`src/rtl/serial_add_pkg.sv`:
```
// Shared types and constants for the bit-serial add/subtract sequencer.
package serial_add_pkg;

    typedef enum logic [1:0] {
        IDLE = 2'd0,
        RUN  = 2'd1,
        DONE = 2'd2
    } state_t;

    localparam int WIDTH_MIN = 2;
    localparam int WIDTH_MAX = 64;

    // Bit counter width; counts 0..width-1, so a power-of-two width never aliases.
    function automatic int cnt_w(input int width);
        return (width <= 2) ? 1 : $clog2(width);
    endfunction

endpackage

```
`src/rtl/fa_cell.sv`:
```
// Single 1-bit full adder, the only arithmetic in the serial datapath.
module fa_cell (
    input  logic a,
    input  logic b,
    input  logic ci,
    output logic s,
    output logic co
);

    assign s  = a ^ b ^ ci;
    assign co = (a & b) | (a & ci) | (b & ci);

endmodule

```
`src/rtl/serial_add_ctrl.sv`:
```
// Bit-serial add/subtract sequencer: one operand pair in, LSB-first through one
// full-adder cell, result handed out over a second valid/ready handshake.
module serial_add_ctrl
    import serial_add_pkg::*;
#(
    parameter int WIDTH = 8
) (
    input  logic             clk,
    input  logic             rst_n,
    input  logic             in_valid,
    output logic             in_ready,
    input  logic [WIDTH-1:0] a,
    input  logic [WIDTH-1:0] b,
    input  logic             cin,
    input  logic             sub,
    output logic             out_valid,
    input  logic             out_ready,
    output logic [WIDTH-1:0] sum,
    output logic             cout,
    output logic             overflow,
    output logic             busy
);

    // Handshakes: a transfer happens on a rising edge where valid and ready are
    // both high; ready/valid here depend on state only, never on the peer's signal.

    localparam int            CW   = cnt_w(WIDTH);
    localparam logic [CW-1:0] LAST = CW'(WIDTH - 1);

    state_t           state;
    state_t           state_next;
    logic [WIDTH-1:0] opa;
    logic [WIDTH-1:0] opb;
    logic [WIDTH-1:0] result;
    logic             carry;
    logic [CW-1:0]    cnt;
    logic             fa_s;
    logic             fa_co;

    fa_cell u_fa (
        .a  (opa[0]),
        .b  (opb[0]),
        .ci (carry),
        .s  (fa_s),
        .co (fa_co)
    );

    always_ff @(posedge clk or negedge rst_n) begin
        if (!rst_n) begin
            state <= IDLE;
        end else begin
            state <= state_next;
        end
    end

    always_comb begin
        state_next = state;
        in_ready   = 1'b0;
        out_valid  = 1'b0;
        busy       = 1'b0;
        case (state)
            IDLE: begin
                in_ready = 1'b1;
                if (in_valid) state_next = RUN;
            end
            RUN: begin
                busy = 1'b1;
                if (cnt == LAST) state_next = DONE;
            end
            DONE: begin
                busy      = 1'b1;
                out_valid = 1'b1;
                if (out_ready) state_next = IDLE;
            end
            default: state_next = IDLE;
        endcase
    end

    always_ff @(posedge clk or negedge rst_n) begin
        if (!rst_n) begin
            opa      <= '0;
            opb      <= '0;
            result   <= '0;
            carry    <= 1'b0;
            cnt      <= '0;
            sum      <= '0;
            cout     <= 1'b0;
            overflow <= 1'b0;
        end else begin
            case (state)
                IDLE: begin
                    if (in_valid) begin
                        // Subtraction is A + ~B + 1, so the inverted B and forced carry do it.
                        opa   <= a;
                        opb   <= sub ? ~b : b;
                        carry <= sub ? 1'b1 : cin;
                        cnt   <= '0;
                    end
                end
                RUN: begin
                    opa    <= opa >> 1;
                    opb    <= opb >> 1;
                    result <= {fa_s, result[WIDTH-1:1]};
                    carry  <= fa_co;
                    cnt    <= cnt + 1'b1;
                    if (cnt == LAST) begin
                        // Separate output register keeps sum stable while result shifts.
                        sum      <= {fa_s, result[WIDTH-1:1]};
                        cout     <= fa_co;
                        overflow <= carry ^ fa_co;
                        cnt      <= '0;
                    end
                end
                default: ;
            endcase
        end
    end

endmodule

```
`config.mk`:
```
export PLATFORM = sky130hd
export DESIGN_NAME = serial_add_ctrl
export DESIGN_NICKNAME = d
export VERILOG_FILES = /design/src/rtl/serial_add_pkg.sv /design/src/rtl/fa_cell.sv /design/src/rtl/serial_add_ctrl.sv
export SDC_FILE = /design/constraint.sdc
export NUM_CORES = 1
export LEC_CHECK = 0
export ABC_CLOCK_PERIOD_IN_PS = 1500
export CORE_MARGIN = 1
export CORE_UTILIZATION = 46
export DETAILED_ROUTE_END_ITERATION = 7
export GPL_TIMING_DRIVEN = 0
export PLACE_DENSITY_LB_ADDON = 0.1
export RECOVER_POWER = 25
export SLEW_MARGIN = 10
export SYNTH_ARGS = -nofsm -noshare
export SYNTH_HDL_FRONTEND = slang
export SYNTH_SLANG_ARGS = --single-unit
```
`constraint.sdc`:
```
create_clock -name clk -period 1.5 [get_ports clk]
set_input_delay 0.15 -clock clk [delete_from_list [all_inputs] [get_ports clk]]
set_output_delay 0.15 -clock clk [all_outputs]
set_load 0.03 [all_outputs]
```
# == Word-level counts from Yosys, hierarchy flattened ==
# Cells that the tools add are included.
# op_classes
n_shift,0
mux,18
n_addsub,1
n_mul,0
n_div,0
n_lt_le_gt_ge,0
eq_ne,6
n_bitwise,9
reduce_logical,6
# ops
op,count
8-bit one-hot mux with 2 select lines,2
8-bit two-way mux,3
8-bit NOT,1
2-bit two-way mux,3
3-bit two-way mux,2
"2-bit inequality test, second input constant",3
2-bit one-hot mux with 3 select lines,1
3-bit one-hot mux with 2 select lines,1
1-bit two-way mux,5
2-bit AND reduction,2
"3-bit by 1-bit adder with 3-bit output, second input constant",1
1-bit AND,3
"3-bit == test, second input constant",1
3-bit AND reduction,1
1-bit XOR,3
"2-bit by 1-bit == test with 1-bit output, second input constant",1
"2-bit == test, second input constant",1
2-bit logical NOT,1
1-bit OR,2
1-bit one-hot mux with 2 select lines,1
2-bit nonzero test,1
2-bit OR reduction,1
# totals
in_bits,22
ram_bits,0
elab_cells,49
rom_bits,0
mem_count,0
reg_bits,40
latch_bits,0

# == Depth between registers and ports, before layout ==
# Gate-level depths: netlist of run 1.
# depth
word_depth,4
ltp_mapped,6

# == Hierarchy ==
# From an unflattened synthesis of run 1, not the netlist that was laid out.
# unflattened
cells_unflattened,148
area_unflattened_um2,1835.5
# by_module_without_submodules
mod,area_per_inst_um2,seq_area_each_um2,cells_each,instances
serial_add_ctrl,1815.5,975.9,147,1
fa_cell,20.0,0.0,1,1

# == Worst setup path after synthesis of run 1 ==
# OpenSTA, ideal clock, no wires.
# synth_timing
kind,register to register
start,reg state[0]
end,reg opa[0]
stages_incl_launch_ff,6
path_slack_ns,-0.272
t_required_ns,1.367
t_arrival_ns,1.639
period_less_slack_ns,1.772
path_cell_list,dfrtp_1 inv_1 ha_1 mux2i_2 clkbuf_1 o21ai_0
# synth_via
elab_chain_len,3
elab_cells_between_ends,6
# synth_rtl
element,line,rtl
from (decl),serial_add_ctrl.sv:30,state_t state;
from (signal assigned),serial_add_ctrl.sv:52,state <= state_next;
2-bit by 1-bit == test with 1-bit output or 2-bit logical NOT (tied branches),serial_add_ctrl.sv:90,case (state)
2-bit nonzero test (no line) or 2-bit inequality test (tied branches),n/a,
2-bit AND reduction (no line),n/a,
to (signal assigned),serial_add_ctrl.sv:101,opa <= opa >> 1;
to (decl),serial_add_ctrl.sv:32,logic [WIDTH-1:0] opa;
# Several ways; a longest one is shown, not always the timed one.
# A chain may end at the register's enable or synchronous reset.

# == Worst setup path after layout of run 1 ==
# layout_timing
start,reg state[0]
end,reg opb[7]
# layout_via
elab_chain_len,3
elab_cells_between_ends,6
# layout_rtl
element,line,rtl
2-bit by 1-bit == test with 1-bit output or 2-bit logical NOT (tied branches),serial_add_ctrl.sv:90,
2-bit nonzero test (no line) or 2-bit inequality test (tied branches),n/a,
2-bit AND reduction (no line),n/a,
to (signal assigned),serial_add_ctrl.sv:95,opb <= sub ? ~b : b;
to (signal assigned),serial_add_ctrl.sv:102,opb <= opb >> 1;
to (decl),serial_add_ctrl.sv:33,logic [WIDTH-1:0] opb;
# Several ways; a longest one is shown, not always the timed one.

==> results.md, run 1 <==
- The area of all placed cells without fillers is 0.002679 mm^2.
- Setup repair after global routing could not meet its margin everywhere.
- In the final routed layout, each cell accounts on average for 16.03 um.
- Of the available clock period, the critical path in the final layout requires 102.8%.
- The area after detailed placement is 0.002260 mm^2.
- In this run the biggest area consumer among cell types represents 54.51% of the synthesized area.
- The count of maximum capacitance violations is 0.
- The maximum clock frequency is 0.6488 GHz.
- The initial core utilization is 48.54%.
- The checks that failed: negative setup slack.
- The most area-hungry cell type in the Yosys netlist is dfrtp_1.
- At the worst endpoint, the arrival time is 1.74 ns.
- The total overflow reported by the global router is 0.
- The class of the most critical setup path is reg2reg.
- The flow ran to the end, but the final reports show violations.
- Routability-driven placement finished with a final weighted congestion of 0.7306.
- The largest net degree at the start of global routing is 39.
- The floorplan die width is 64.39 um.
- The area enclosed by the die boundary is 0.004146 mm^2.
- The number of detailed-route iterations in the first pass is 4.
- The worst vdd rail ir drop is 1.470 mV.
- The number of storage elements in the synthesis netlist is 39.
- STA puts the critical path data required time at 1.69 ns.
- The final setup violation count is 18.
- The proportion of synthesized flip-flops having asynchronous set or reset is 100.0%.
- For this run, the number of Yosys warnings is 0.
- The standard cell core area is 0.003689 mm^2.
- On the final layout, the worst hold slack is 0.1601 ns.
- Synthesis instantiated 23 different standard cells from the library.
- The most instantiated library cell after synthesis is dfrtp_1.
- Power spread over the standard cell area amounts to 2200 mW/mm^2.
- The clock tree from TritonCTS is built.
- The number of failing hold endpoints at the final stage is 0.
- In this run the number of H-tree levels came out at 2.
- The post-synthesis to final-layout area growth is 49.62%.
- TritonCTS created 5 clock buffers.
- The per-cell via count in the routed design is 5.237.
- The number of I/O port buffers is 33.
- After the first detailed-routing iteration, the DRC count stood at 39.
- By area the synthesized netlist is led by dfrtp_1 (55%), mux2_2 (10%), mux2i_1 (7.8%).
- Measured against its own limit, the worst slew margin works out to 44.23%.
- The via total after detailed routing is 1325.
- The via count of the first global-routing pass is 1279.
- The clock net in this run drives a total of 39 sinks.
- The total I/O pin count is 35.
- The largest driver fanout on the critical path is 6.
- The maximum root-to-sink buffer count is 2.
- The number of nets with antenna violations after detailed routing is 0.
- The number of placement rows is 22.
- Summing every instance area after synthesis gives 0.001790 mm^2.
- In the final timing run, aggregate negative setup slack is -0.3036 ns.
- Clock-pin slew was measured on the worst setup and hold paths at 0.07 ns.
- Clock latency on the worst-skew pair, taken at its later pin, is 0.29 ns.
- The setup slack after layout is -0.04134 ns.
- After detailed routing, the number of remaining DRC violations is 0.
- The final period demand of the worst path is 1.541 ns.
- For the pin with the worst max-slew slack, the measured transition is 0.8366 ns.
- For the final database, setup skew stands at 0.003322 ns.
- The number of antenna violations at the first check in global routing came to 0.
- The global-route wire length before repair is 6285 um.
- The share of final-layout standard cells stronger than drive strength 1 is 39.02%.
- The share of the Yosys chip area taken by registers is 54.51%.
- The final count of pins violating max slew is 0.
- Timing analysis after detailed placement gives a worst setup slack of -0.1387 ns.
- The design draws 5.895 mW.
- The diode insertion count for antenna repair is 0.
- The critical path startpoint category is a register.
- The flip-flop cell with the highest count after synthesis is dfrtp_1.
- For this block, the routed nets add up to 4055 um of wire.
- The endpoint class of the critical path is a register.
- Synthesis produced a netlist with a net count of 174.
- The number of enable-type register cells in the synthesized netlist is 0.
- Counting instances in the post-synthesis netlist gives the leading cell types as dfrtp_1 (39), nand2_1 (20), mux2_2 (16), o21ai_0 (16), mux2i_1 (14).
- The count of fill cells added during filler insertion is 266.
- The net count of the finished layout is 233.
- The cell count after synthesis came out at 145.
- The placed wire-length estimate is 2385 um.
- A synthesized cell averages 12.35 um^2.
- The type of the most critical hold path is in2async.
- The die is 64.39 um tall.
- Summed over all cells, the static leakage comes to 1.255 nW.
- The tree is rooted in a clkbuf_8.
- In the global route stage, overall resource usage came out at 20.67%.
## critical path, stage by stage, from the launching register on
cell     delay, ns
dfrtp_2       0.46
inv_4         0.08
ha_4          0.17
mux2i_4       0.31
buf_12        0.17
buf_8         0.12
nand2_2       0.07
o31ai_2       0.07
## metal layers
layer / GRT usage [%] / routed length (um)
met1: 23.23 / 1607
met2: 36.97 / 2214
met3: 5.357 / 131
met4: 8.056 / 102
met5: 0 / 0
## cells in the final DEF (no fill, tap or decap), drive strengths merged, types with 2 or more instances in the layout
cell / count
dfrtp: 39
ha: 6
mux2i: 15
mux2: 18
a32o: 3
clkdlybuf4s15: 2
xor2: 7
clkbuf: 12
o21ai: 18
nand2: 20
inv: 4
clkdlybuf4s50: 28
buf: 22
xnor2: 2
## final timing paths
check                           startpoint  endpoint  slack (ns)  cells after the start
worst max-delay path              state[0]    opb[7]       -0.04                      7
worst min-delay path                 rst_n    sum[2]        0.16                      2
worst max register to register    state[0]    opb[7]       -0.04                      7
worst min register to register      opb[2]    opb[2]        0.49                      2
max in group asynchronous            rst_n  state[0]        0.29                      3
min in group clk                       sub    opb[7]        0.39                      3
## state kept, by name (all words and copies together), names as in the netlist
| signal | count |
|---|---|
| cout | 1 |
| sum | 8 |
| overflow | 1 |
| result | 7 |
| cnt | 3 |
| state | 2 |
| carry | 1 |
| opa | 8 |
| opb | 8 |
## metrics by stage
step	util (%)	std cells
detailed placement	61.26	227
CTS	68.11	246
floorplan	-	145
global placement	60.85	226
global route	72.63	253
finish	72.63	253
## area by class of cell
| cell class | count | area (um^2) | share of cell area (%) |
|---|---|---|---|
| tap | 48 | 60.06 | 2.242 |
| clock buffer | 7 | 76.32 | 2.849 |
| inverter | 4 | 22.52 | 0.8407 |
| sequential | 39 | 977.2 | 36.48 |
| clock inverter | 1 | 5.005 | 0.1868 |
| buffer | 7 | 87.58 | 3.269 |
| timing repair buffer | 52 | 549.3 | 20.50 |
| multi-input combinational | 95 | 900.9 | 33.63 |
## logic make-up (layout without fill, tap and decap cells)
| family | Yosys count | in the layout | share of synthesized area, % |
|---|---|---|---|
| XOR/XNOR | 9 | 9 | 4.403 |
| multiplexers | 33 | 33 | 19.92 |
| buffers and inverters | 11 | 71 | 3.004 |
| AND/OR/NAND/NOR | 23 | 23 | 5.101 |
| flip-flops | 39 | 39 | 54.51 |
| AO/OA/AOI/OAI | 23 | 23 | 7.757 |
| adder cells (fa/ha/maj) | 7 | 7 | 5.311 |
## where the power goes
group	switching [mW]	leakage (nW)	internal (mW)
logic	1.56	0.716	1.82
clock network	0.347	0.0422	0.326
registers	0.324	0.497	1.52
## what timing repair did
action                                  4_1_cts  5_1_grt
endpoints found under the setup margin       30       25
buffers inserted                              8        4
resized for setup                            26       43
hold buffers                                  1        0
cloned                                        2        3
endpoints found under the hold margin        39        0
pin swaps                                     0        8
Power figures use the tool's default switching activity.
==> run 2, diff against run 1 <==
CELL_PAD_IN_SITES_DETAIL_PLACEMENT = 2   (was default)
CELL_PAD_IN_SITES_GLOBAL_PLACEMENT = 2   (was default)
CORE_UTILIZATION = 30   (was 46)
==> run 2 against run 1 <==
Against the previous run:
- the flow still finishes with violations (negative setup slack)
- global-route usage shrank 5.1 points
- core utilization down 26 points
- cell count is 9.9% higher
==> results.md, run 2 (synthesis gave the netlist of run 1 again) <==
- The diode insertion count for antenna repair is 0 (unchanged).
- The total overflow reported by the global router is 0 (unchanged).
- The total wire length after detailed routing was 4461 um (+10%).
- The maximum cell stage delay along the critical path was 0.40 ns (-0.06 ns).
- The net count reported at finish came to 234 (+0.43%).
- The number of placement rows is 27 (+23%).
- The part of the total power dissipated in combinational logic is 54.9% (-2.4 points).
- The cell type group with the largest total delay on the critical path is flip-flops.
- The leakage power total is 1.275 nW (+1.6%).
- The cell internal power dissipation is 3.458 mW (-5.6%).
- The standard cell core area is 0.005642 mm^2 (+53%).
- The logic depth of the worst register-to-register path is 5 (-2).
- The worst path arrival time is 1.68 ns (-0.06 ns).
- The global-route wire length before repair was 7334 um (+17%).
- The per-cell via count in the routed design is 4.712 (-10%).
- The number of nets with antenna violations after detailed routing is 0 (unchanged).
- The area growth from synthesis to layout is 47.66%.
- The maximum root-to-sink buffer count came to 2 (unchanged).
- The largest driver fanout on the critical path is 4 (-2).
- The via count of the first global-routing pass is 1472 (+15%).
- TritonCTS built the clock tree.
- The TritonCTS sink count is 39 (unchanged).
- The deepest level of the CTS H-tree was 2 (unchanged).
- The number of I/O port buffers is 33 (unchanged).
- The clock group share of total power is 12.2% (+0.8 points).
- The via total after detailed routing is 1310 (-1.1%).
- STA classifies the critical path endpoint as a register.
- The critical path data required time is 1.67 ns (-0.02 ns).
- The total net switching power is 2.062 mW (-7.5%).
- The floorplan die width is 79.26 um (+23%).
- The final-layout worst hold slack is 0.4062 ns (+0.2461 ns).
- The area of the multi-input gates is 862.1 um^2 (-4.3%).
- The placed wire-length estimate came to 2967 um (+24%).
- The clock network latency to the later pin of the worst-skew pair is 0.29 ns (about the same).
- The largest net degree at the start of global routing was 29 (-26%).
- The sequential power share is 32.9% (+1.7 points).
- Setup repair after global routing could not meet its margin everywhere.
- The clock edge transition at the registers on the reported setup and hold paths is 0.07 ns (about the same).
- The most common cell after layout, fill and taps aside is dfrtp_1.
- The register area was 977.2 um^2 (unchanged).
- The final setup violation count was 2 (-16).
- The total I/O pin count came to 35 (unchanged).
- The combined buffer and inverter count along the critical path is 2 (-1).
- The net switching share of the total power was 37.35% (-0.47 points).
- The total stage count of the critical path is 5 (-2).
- The relative slew slack is 55.83% (+12 points).
- The area enclosed by the die boundary is 0.006281 mm^2 (+52%).
- The final count of pins violating max slew is 0 (unchanged).
- The type of the most critical hold path is in2async.
- The number of antenna violations at the first check in global routing is 0 (unchanged).
- The maximum clock frequency is 0.6620 GHz (+2.0%).
- The largest registers in the layout are opa (8), opb (8), sum (8).
- Walking the worst path, the cells encountered are inv_2 -> ha_4 -> clkinv_8 -> o221a_4 -> mux2_1.
- The number of detailed-route iterations in the first pass is 4 (unchanged).
- The initial core utilization was 31.74% (-17 points).
- The library cells used most frequently in the layout, excluding fill and tap cells, are dfrtp_1 (38), clkdlybuf4s50_1 (25), nand2_1 (18).
- The slowest cell on the critical path is dfrtp_1.
- The count of maximum capacitance violations is 0 (unchanged).
- The number of buffers created by CTS came to 5 (unchanged).
- The final reports fail on negative setup slack.
- The setup slack after layout came to -0.01065 ns (+0.03069 ns).
- The detail-routed net length per standard cell is 16.05 um (+0.12%).
- The post-route clock skew is 0.005465 ns (+0.002143 ns).
- The count of fill cells added during filler insertion came to 577 (+120%).
- The total DRC errors in the routed layout was 0 (unchanged).
- The violation count after the first detailed-route iteration is 28 (-28%).
- The worst vdd rail ir drop is 1.073 mV (-27%).
- The critical path startpoint category is a register.
- The class of the most critical setup path is reg2reg.
- The post-route clock period utilization is 100.7% (-2.0 points).
- The final period demand of the worst path came to 1.511 ns (-0.03069 ns).
- The global-route usage over all layers was 15.59% (-5.1 points).
- The global placement routability congestion is 0.6743 (-7.7%).
- The vertical die dimension is 79.26 um (+23%).
- The share of final-layout standard cells stronger than drive strength 1 was 33.50% (-5.5 points).
- The total power after layout is 5.520 mW (-6.4%).
- The root buffer cell is clkbuf_8.
- The transition at the pin with the smallest max-transition slack is 0.6625 ns (-0.1741 ns).
- The power density over cell area is 2088 mW/mm^2 (-5.1%).
- The run finished, with violations left.
- The number of failing hold endpoints at the final stage is 0 (unchanged).
## run 2: what timing repair did
| item | 4_1_cts | 5_1_grt |
|---|---|---|
| endpoints found under the setup margin | 30 | 37 |
| cloned | 2 | 0 |
| resized for setup | 22 | 37 |
| endpoints found under the hold margin | 11 | 0 |
| hold buffers | 1 | 0 |
| pin swaps | 1 | 2 |
| setup buffers | 10 | 6 |
## run 2: area by class of cell
cell class	count	share of cell area, %
flip-flops and latches	39	36.96
plain buffers	7	3.597
inverters	4	1.136
clock buffers	7	2.887
repair buffers	53	19.21
well taps	72	3.407
clock inverters	1	0.1893
multi-input cells	95	32.61
## run 2: layer usage
metal,vias up,track usage [%],share of wire [%]
met5,-,0,0
met4,0,5.455,1.1
met2,22,27.59,53
met3,5,2.414,2.6
li1,618,-,-
met1,665,19.10,43
## run 2: metrics by stage
stage / setup WS (ns) / utilization [%] / area (um^2) / TNS [ns] / std cells
2_1_floorplan: 0.003340 / - / 1854 / 0 / 145
3_3_place_gp: -0.6880 / 40.32 / 2275 / -29.20 / 250
3_5_place_dp: -0.1870 / 40.59 / 2290 / -4.390 / 251
4_1_cts: -0.02812 / 44.95 / 2536 / -0.1059 / 272
5_1_grt: -0.05214 / 46.86 / 2644 / -0.7447 / 278
6_report: -0.01065 / 46.86 / 2644 / -0.01289 / 278
## run 2: final timing paths
path                            startpoint        to  slack [ns]
worst max-delay path              state[1]  state[0]       -0.01
worst min-delay path                 rst_n    sum[3]        0.41
worst max register to register    state[1]  state[0]       -0.01
worst min register to register      opa[1]    opa[1]        0.48
max in group asynchronous            rst_n    cnt[0]        0.18
min in group clk                       sub    opb[7]        0.42
## run 2: power by group through the flow
stage          Combinational, mW  Clock [mW]  Sequential [mW]
6_report                    3.03       0.674             1.81
3_3_place_gp                2.25           0             1.80
4_1_cts                     2.75       0.717             1.80
3_5_place_dp                2.38           0             1.83
2_1_floorplan               1.59           0             1.89
5_1_grt                     3.32       0.759             1.89
## run 2: worst reg2reg max path: cells and delay by family (launching register included)
family / cells / cell delay, ns
compound gates: 1 / 0.29
fa+ha+maj: 1 / 0.22
buf+inv: 2 / 0.18
flops: 1 / 0.40
mux: 1 / 0.30
==> run 3, diff against run 2 <==
ABC_CLOCK_PERIOD_IN_PS = 1700   (was 1500)
CORE_UTILIZATION = 34   (was 30)
clock period = 1.7 ns   (was 1.5 ns; I/O delays follow)
==> run 3 against run 2 <==
Against the previous run:
- the run now ends clean
- first-iteration DRC count is 61% higher
- sequential cell count stayed put
- global-route usage is 1.0 points higher
- routed wire length is 7.0% lower
- clock skew is 0.0039 ns higher
- core utilization is 0.45 points higher
- design area is 9.2% lower
- register-to-register slack better by 0.097 ns
- die area is 11% lower
- worst hold slack worse by 0.10 ns
- count of clock-buffer cells in the layout is 2 lower
- critical endpoint is now state[1]
- largest power group unchanged
- highest routed layer unchanged
==> results.md, run 3 (synthesis gave the netlist of run 1 again) <==
- The maximum root-to-sink buffer count is 2 (unchanged).
- The largest individual stage delay along the critical path comes from the cell dfrtp_1.
- The worst path arrival time was 1.78 ns (+0.10 ns).
- The wire length on met1 is 1877 um (-2.3%).
- The total net switching power is 1.688 mW (-18%).
- The worst vdd rail ir drop is 0.6659 mV (-38%).
- The total overflow reported by the global router is 0 (unchanged).
- The TritonCTS sink count is 39 (unchanged).
- The via count of the first global-routing pass is 1397 (-5.1%).
- The per-cell via count in the routed design is 4.878 (+3.5%).
- The final period demand of the worst path is 1.614 ns (+0.1033 ns).
- Traced cell by cell, the critical path runs through inv_1 -> ha_4 -> nand2b_1 -> o221a_2 -> mux2_1.
- The total wire length after detailed routing is 4150 um (-7.0%).
- The clock group share of total power is 17.4% (+5.2 points).
- The floorplan die width was 74.57 um (-5.9%).
- The via total after detailed routing is 1278 (-2.4%).
- The largest driver fanout on the critical path came to 4 (unchanged).
- The area of all placed cells without fillers came to 0.002401 mm^2 (-9.2%).
- The maximum cell stage delay along the critical path was 0.43 ns (+0.03 ns).
- The part of the total power dissipated in combinational logic was 46.9% (-8.0 points).
- The post-route clock period utilization is 94.94% (-5.8 points).
- The violation count after the first detailed-route iteration is 45 (+61%).
- The post-synthesis to final-layout area growth is 34.10%.
- TritonCTS built the clock tree.
- The net switching share of the total power is 37.88% (+0.53 points).
- The initial core utilization is 35.28% (+3.5 points).
- The number of I/O port buffers was 33 (unchanged).
- The endpoint class of the critical path is a register.
- The total DRC errors in the routed layout is 0 (unchanged).
- The final setup violation count is 0 (-2).
- The flow ran to the end, and the final reports show no timing, DRC or antenna violations.
- The type of the most critical hold path is in2async.
- The cell internal power dissipation came to 2.769 mW (-20%).
- The final count of pins violating max slew is 0 (unchanged).
- The class of the most critical setup path is reg2reg.
- The area after detailed placement is 0.002226 mm^2 (-2.8%).
- The post-route clock skew is 0.009351 ns (+0.003886 ns).
- The relative slew slack is 42.86% (-13 points).
- The count of maximum capacitance violations is 0 (unchanged).
- The leakage power total is 1.103 nW (-14%).
- The transition at the pin with the smallest max-transition slack is 0.8572 ns (+0.1946 ns).
- The number of buffers created by CTS is 5 (unchanged).
- The number of detailed-route iterations in the first pass is 4 (unchanged).
- The critical path startpoint category is a register.
- The net count reported at finish is 220 (-6.0%).
- The largest registers in the layout are opa (8), opb (8), sum (8).
- The critical path data required time is 1.87 ns (+0.20 ns).
- Signal routing reaches up to met4.
- The standard cell core area was 0.005075 mm^2 (-10%).
- The number of failing hold endpoints at the final stage is 0 (unchanged).
- The final-layout worst hold slack was 0.3066 ns (-0.09953 ns).
- The vertical die dimension is 74.57 um (-5.9%).
- The power density over cell area was 1856 mW/mm^2 (-11%).
- The clock edge transition at the registers on the reported setup and hold paths is 0.08 ns (about the same).
- The global-route wire length before repair is 6837 um (-6.8%).
- The library cells used most frequently in the layout, excluding fill and tap cells, are dfrtp_1 (39), clkdlybuf4s50_1 (29), nand2_1 (20).
- The area enclosed by the die boundary was 0.005560 mm^2 (-11%).
- The total met3 wirelength after detailed routing is 120 um (+4.3%).
- The number of antenna violations at the first check in global routing came to 0 (unchanged).
- The largest net degree at the start of global routing is 34 (+17%).
- The routed length on met2 came to 2122 um (-11%).
- The setup slack on the worst flop-to-flop path came to 0.09 ns (+0.10 ns).
- The diode insertion count for antenna repair is 0 (unchanged).
- The most common cell after layout, fill and taps aside is dfrtp_1.
- The global placement routability congestion came to 0.6687 (-0.83%).
- The maximum clock frequency was 0.6196 GHz (-6.4%).
- The sequential power share is 35.7% (+2.8 points).
- The global-route usage over all layers was 16.64% (+1.0 points).
- The placed wire-length estimate was 3005 um (+1.3%).
- The deepest level of the CTS H-tree is 2 (unchanged).
- The detail-routed net length per standard cell came to 15.84 um (-1.3%).
- The total I/O pin count is 35 (unchanged).
- The clock network latency to the later pin of the worst-skew pair is 0.29 ns (about the same).
- The number of placement rows is 26 (-3.7%).
- CTS placed an instance of clkbuf_8 at the clock tree root.
- The share of final-layout standard cells stronger than drive strength 1 is 22.92% (-11 points).
- The number of nets with antenna violations after detailed routing was 0 (unchanged).
==> run 3: cell count changes in the layout (fill, tap and decap cells not counted), moves of 3 or more <==
cell             previous run  this run
buf_4                      13         8
o21ai_1                    11         2
o21ai_0                     5        16
clkdlybuf4s50_1            25        29
buf_8                       3         0
ha_1                        1         4
buf_6                       4         1
dlymetal6s2s_1              4         0
==> run 3: layer usage <==
layer,global-route usage (%),vias to the layer above
met4,5.031,0
met2,29.33,23
met5,0,-
met3,3.252,5
met1,20.55,656
li1,-,594
==> run 3: timing repair <==
| item | CTS | global route |
|---|---|---|
| hold buffers | 1 | 0 |
| hold endpoints to repair | 39 | 0 |
| resized for setup | 10 | 11 |
| endpoints found under the setup margin | 22 | 29 |
| buffers inserted | 2 | 2 |
==> run 3: path summary, 6_finish.rpt <==
check	startpoint	cells after the start	to
worst min-delay path	rst_n	2	result[3]
min in group clk	sub	3	opb[7]
worst min register to register	opa[4]	2	opa[4]
worst max-delay path	state[0]	5	state[1]
max in group asynchronous	rst_n	3	cnt[2]
worst max register to register	state[0]	5	state[1]
==> run 3: power groups by stage <==
stage               Sequential, mW  Combinational (mW)  Clock (mW)
floorplan                     1.66                1.24           0
finish                        1.59                2.09       0.776
global route                  1.65                2.30       0.836
CTS                           1.60                2.03       0.803
detailed placement            1.61                1.95           0
global placement              1.57                1.84           0
==> run 3: area by class of cell <==
class                   count  area [um^2]
plain buffers               7        53.80
repair buffers             39        359.1
fillers                   514         2674
clock buffers               5        68.82
well taps                  70        87.58
clock inverters             3        43.79
flip-flops and latches     39        975.9
multi-input cells          95        794.5
inverters                   4        17.52
==> run 3: worst max-delay path, delay by kind of cell, from the launching register on <==
kind / cells / cell delay (ns)
adders and majority gates: 1 / 0.20
AOI/OAI and AO/OA: 1 / 0.25
muxes: 1 / 0.33
and+or+nand+nor: 1 / 0.16
buffers and inverters: 1 / 0.12
DFF: 1 / 0.43
==> run 3: per-stage QoR <==
stage               setup WS [ns]  utilization (%)  setup TNS [ns]  power, mW  std cells
global placement          -0.4481            43.57          -19.91      3.409        248
CTS                      -0.01991            46.94        -0.02000      4.431        260
global route            -0.003307            47.31       -0.004669      4.794        262
finish                    0.08600            47.31               0      4.457        262
detailed placement        -0.3356            43.86          -4.630      3.560        249
floorplan                 0.03689                -               0      2.894        145
==> RTL edit 1 (config.mk and constraints of run 2) <==
Change the parameter `WIDTH` from 8 to 10.
--- a/src/rtl/serial_add_ctrl.sv
+++ b/src/rtl/serial_add_ctrl.sv
@@ -3,7 +3,7 @@
 module serial_add_ctrl
     import serial_add_pkg::*;
 #(
-    parameter int WIDTH = 8
+    parameter int WIDTH = 10
 ) (
     input  logic             clk,
     input  logic             rst_n,
Interface: changed (resized a, b and sum); port bits go from 35 to 41. The function was not compared with the original's and may differ.
==> RTL edit 1 against run 2 <==
  * The run still ends with negative setup slack left
  * Total power up 22%
  * Maximum frequency down 8.2%
  * Design area up 28%
  * Critical path depth up 1
  * Count of clock-buffer cells in the layout down 1
  * Area after synthesis up 26%
  * Setup slack worse by 0.13 ns
  * Die area up 25%
  * Sequential cell count up 9
  * Clock power up 22%
  * Final cell count up 28%
  * Routed wire length up 30%
==> RTL edit 1: results (changes against run 2) <==
Setup path
  – Slowest stage delay, CP: 0.42 ns (+0.02 ns)
  – CP max-delay cell: dfrtp_1
  – RR Startpoint: state[1]
  – Reg2Reg Depth: 6 (+1)
  – Worst Path Arrival: 1.83 ns (+0.15 ns)
  – Crit path launch: state[1]
  – FF-to-FF End: cnt[1]
  – Maximum fanout along the worst path: 5 (+1)

CTS
  – TritonCTS Buffers: 5 (unchanged)
  – Skew-Pair Late Insertion Delay: 0.30 ns
  – H-tree depth: 2 (unchanged)
  – Max clock buf depth: 2 (unchanged)
  – Clk pin slew, worst setup/hold paths: 0.09 ns (+0.02 ns)
  – CTS root buffer: clkbuf_8

Place
  – Place WS: -0.339 ns (-0.152 ns)
  – I/O Buffers: 40 (+21%)
  – Final GP Congestion: 0.695 (+3.0%)
  – Placed wire-length estimate: 4070 um (+37%)

Hold path
  – Worst min-delay path class: in2async

Drt
  – Drt pass-1 iters: 4 (unchanged)
  – Metal2 WL: 3120 um (+31%)
  – 1st-iter DRT viols: 65 (+130%)
  – Routed WL per cell: 16.3 um (+1.9%)
  – DR top layer: met4
  – M1 WL: 2470 um (+28%)
  – Routed vias: 1,655 (+26%)
  – DR WL met3: 160 um (+39%)

Synthesis
  – Ys flop type: dfrtp_1
  – Unique masters post-synth: 25 (+8.7%)
  – Post-synth EDFFs: 0 (unchanged)
  – Yosys warns: 0 (unchanged)
  – Ys async rst share: 100% (unchanged)
  – Seq/Total Area, Yosys: 53.4% (-1.1 points)
  – Area contributors post-synth: dfrtp_1 (53%), mux2_2 (11%), mux2i_1 (8.5%)
  – Leading cell types by count after synthesis: dfrtp_1 (48), o21ai_0 (25), nand2_1 (23)
  – Syn Nets: 220 (+26%)

Final layout
  – Regs by FF count: opa (10), opb (10), sum (10)
  – Final #Nets: 289 (+24%)
  – Layout cells sized above 1: 38.1% (+4.6 points)

Run status
  – Status: finished, violations left
  – Failing checks: negative setup slack

STA
  – Clock skew: 0.00869 ns (+0.00322 ns)
  – Final setup viols: 39 (+37)
  – TNS Setup: -2.81 ns (-2.80 ns)
  – Slew @ Worst Pin: 0.518 ns (-0.145 ns)
  – Final setup margin: -0.145 ns (-0.134 ns)

Global route
  – Largest net degree at the start of global routing: 31 (+6.9%)
  – GR Util All Layers: 15.5% (-0.11 points)
  – Initial antenna violation count: 0 (unchanged)
  – First-pass GRT wire length: 9030 um (+23%)
  – Vias in the first global route: 1,861 (+26%)

Power
  – Leak: 1.65 nW (+30%)
  – Worst IR Drop VDD: 0.832 mV (-22%)
## RTL edit 1: kinds of logic (layout without fill, tap and decap cells)
logic type,after synthesis,in the layout,share of synthesized area [%]
flops,48,48,53.4
mux,41,41,19.5
simple gates,33,33,7.40
compound gates,30,30,7.40
buf+inv,17,87,3.78
xor+xnor,11,11,4.29
fa+ha+maj,7,7,4.23
## RTL edit 1: final cells by class
| cell class | instances | area [um2] |
|---|---|---|
| clock buffer | 6 | 82.6 |
| buffer | 11 | 148 |
| multi-input combinational | 122 | 1170 |
| inverter | 6 | 25.0 |
| fill | 758 | 3880 |
| tap | 99 | 124 |
| timing repair buffer | 62 | 604 |
| clock inverter | 2 | 15.0 |
| sequential | 48 | 1200 |
## RTL edit 1: critical path, delay by kind of cell (launching register included)
family                   cells  cell delay [ns]
flip-flops                   1             0.42
buffers and inverters        2             0.32
AND/OR/NAND/NOR              1             0.04
adder cells (fa/ha/maj)      1             0.18
AO/OA/AOI/OAI                1             0.24
multiplexers                 1             0.32
## RTL edit 1: layer usage
| layer | vias to the layer above | track usage [%] |
|---|---|---|
| met5 | - | 0 |
| li1 | 782 | - |
| met2 | 27 | 27.9 |
| met1 | 840 | 18.5 |
| met3 | 6 | 3.17 |
| met4 | 0 | 4.84 |
## RTL edit 1: worst max-delay path by stage
stage                    end  slack (ns)
global route          cnt[1]       -0.19
global placement      opa[6]       -1.08
detailed placement    opa[7]       -0.34
finish                cnt[1]       -0.14
floorplan           state[0]       -0.10
CTS                   cnt[1]       -0.09
## RTL edit 1: per-stage QoR
stage | utilization [%] | instances | cell area (um2) | hold WS [ns]
5_1_grt | 46.5 | 356 | 3370 | 0.397
3_3_place_gp | 38.9 | 326 | 2820 | 0.461
6_report | 46.5 | 356 | 3370 | 0.358
2_1_floorplan | - | 187 | 2300 | -0.146
4_1_cts | 42.5 | 347 | 3080 | 0.340
3_5_place_dp | 39.1 | 327 | 2840 | 0.133
## RTL edit 1: timing repair
action | CTS | global route
gates cloned | 0 | 2
hold buffers | 1 | 0
gates resized for setup | 55 | 60
setup buffers | 11 | 7
setup endpoints to repair | 54 | 48
pin swaps | 5 | 13
endpoints found under the hold margin | 18 | 0
## RTL edit 1: power breakdown
part	switching, mW	internal (mW)	total, mW
Clock	0.448	0.374	0.822
Combinational	1.71	2.04	3.75
Sequential	0.381	1.78	2.16
==> RTL edit 2 (settings of run 2) <==
Made on the original files. Re-encode `state_t` (3 states) as one-hot, 3 bits wide.
--- a/src/rtl/serial_add_pkg.sv
+++ b/src/rtl/serial_add_pkg.sv
@@ -1,10 +1,10 @@
 // Shared types and constants for the bit-serial add/subtract sequencer.
 package serial_add_pkg;
 
-    typedef enum logic [1:0] {
-        IDLE = 2'd0,
-        RUN  = 2'd1,
-        DONE = 2'd2
+    typedef enum logic [2:0] {
+        IDLE = 3'b001,
+        RUN  = 3'b010,
+        DONE = 3'b100
     } state_t;
 
     localparam int WIDTH_MIN = 2;
Check against the original RTL: no difference found for any inputs over 10 cycles, from zero or initial values and one cycle with rst_n low; not proved beyond that.
==> RTL edit 2 against run 2 <==
  * Design area increased by 15%
  * The flow still finishes with violations (negative setup slack)
  * Core utilization rose by 7.2 points
  * Area after synthesis grew 0.28%
  * Die area grew 0.27%
  * Highest routed layer unchanged
  * Clock power is 19% higher
  * Sequential share of layout area is 4.0 points lower
  * Total power fell by 5.0%
  * Sequential cell count up 1
  * Setup slack worse by 0.11 ns
  * Maximum frequency fell by 6.8%
  * Routed wire length grew 60%
==> RTL edit 2: results (changes against run 2) <==
Final layout
  – Final #Nets: 262 (+12%)
  – Filler cell count in the final layout: 537 (-6.9%)

Global route
  – First-pass GRT wire length: 9660 um (+32%)
  – Largest net degree at the start of global routing: 31 (+6.9%)
  – GR Util All Layers: 20.9% (+5.3 points)
  – Vias in the first global route: 1,778 (+21%)

Synthesis
  – Mux cell area share after synthesis: 5.64% (-14 points)
  – Leading cell types by count after synthesis: dfrtp_1 (39), nand2_1 (25), o22ai_1 (14)
  – Adder-Cell Fraction of Synth Area: 2.51% (-2.8 points)
  – Area contributors post-synth: dfrtp_1 (54%), mux2_2 (5.6%), nand2_1 (5.2%)
  – Synth Area in Compound Gates: 11.4% (+3.6 points)

Place
  – Place WS: -0.627 ns (-0.440 ns)
  – Final GP Congestion: 0.715 (+6.0%)
  – Placed wire-length estimate: 3300 um (+11%)
  – Placed cell area: 2250 um2 (-1.9%)

Setup path
  – Slowest stage delay, CP: 0.44 ns (+0.04 ns)
  – Worst Path Arrival: 1.47 ns (-0.21 ns)
  – RR Startpoint: state[2]
  – FF-to-FF End: sum[5]

Power
  – Worst IR Drop VDD: 0.801 mV (-25%)
  – Leak: 1.49 nW (+17%)

STA
  – Rel. slew slack: 54.8% (-1.0 points)
  – Final setup margin: -0.121 ns (-0.111 ns)
  – Final setup viols: 16 (+14)

CTS
  – Skew-Pair Late Insertion Delay: 0.31 ns (+0.02 ns)

Run status
  – Failing checks: negative setup slack
  – Status: finished, violations left

Drt
  – Final wirelength: 7130 um (+60%)
  – 1st-iter DRT viols: 24 (-14%)
## RTL edit 2: cell types whose count changed in the layout (fill, tap and decap cells not counted), moves of 5 or more
cell / change
o21ai_1: -10
mux2_2: -7
a21oi_2: +5
clkdlybuf4s50_1: -5
buf_6: +17
nor3_2: +7
o22ai_2: +9
nand2_1: +5
o22ai_4: +5
inv_1: +7
mux2i_1: -14
nor2_1: +7
## RTL edit 2: area by class of cell
class | count | area [um2] | area share, %
Inverter | 9 | 33.8 | 1.11
Multi-Input combinational cell | 106 | 991 | 32.5
Clock inverter | 2 | 10.0 | 0.328
Tap cell | 72 | 90.1 | 2.96
Timing Repair Buffer | 66 | 724 | 23.8
Clock buffer | 6 | 82.6 | 2.71
Buffer | 9 | 111 | 3.65
Sequential cell | 40 | 1000 | 33.0
## RTL edit 2: repair_timing
item                                   4_1_cts  5_1_grt
hold buffers                                 1        0
setup endpoints to repair                   38       48
endpoints found under the hold margin       10        0
pin swaps                                   16       18
buffers inserted                            22        5
gates resized for setup                     67       57
gates cloned                                 2        2
## RTL edit 2: logic make-up after synthesis
logic type | after synthesis
AND/OR/NAND/NOR | 51
flip-flops | 40
AO/OA/AOI/OAI | 34
buffers and inverters | 21
XOR/XNOR | 9
multiplexers | 9
adder cells (fa/ha/maj) | 3
## RTL edit 2: worst max path at each step
stage / slack (ns) / endpoint / cells after the start / from
2_1_floorplan: 0.01 / cout / 5 / cnt[0]
4_1_cts: -0.18 / busy / 5 / state[2]
6_report: -0.12 / busy / 4 / state[2]
5_1_grt: -0.14 / busy / 4 / state[2]
3_5_place_dp: -0.63 / busy / 6 / state[0]
3_3_place_gp: -0.77 / opa[5] / 1 / rst_n
## RTL edit 2: power breakdown
part,internal [mW],switching (mW)
logic,1.32,1.30
clock network,0.368,0.432
registers,1.45,0.371
## RTL edit 2: per-layer routing
| metal | share of wire [%] | global-route usage (%) | up-vias |
|---|---|---|---|
| met4 | 2.7 | 6.36 | 0 |
| li1 | - | - | 707 |
| met5 | 0 | 0 | - |
| met2 | 56 | 38.9 | 46 |
| met3 | 3.2 | 4.02 | 14 |
| met1 | 38 | 23.9 | 801 |
## RTL edit 2: per-stage QoR
step	setup TNS (ns)	std cells	power, mW	hold slack (ns)
2_1_floorplan	0	167	2.62	-0.146
3_3_place_gp	-33.02	272	2.99	0.458
3_5_place_dp	-5.05	273	3.12	0.0536
4_1_cts	-0.735	304	4.52	0.268
5_1_grt	-1.87	310	5.49	0.438
6_report	-0.633	310	5.25	0.380
## RTL edit 2: worst register-to-register path: stages (launching register included)
cell and delay [ns]:
dfrtp_2 0.44, buf_6 0.13, buf_6 0.12, nand4bb_4 0.29, clkbuf_16 0.20, mux2_2 0.28
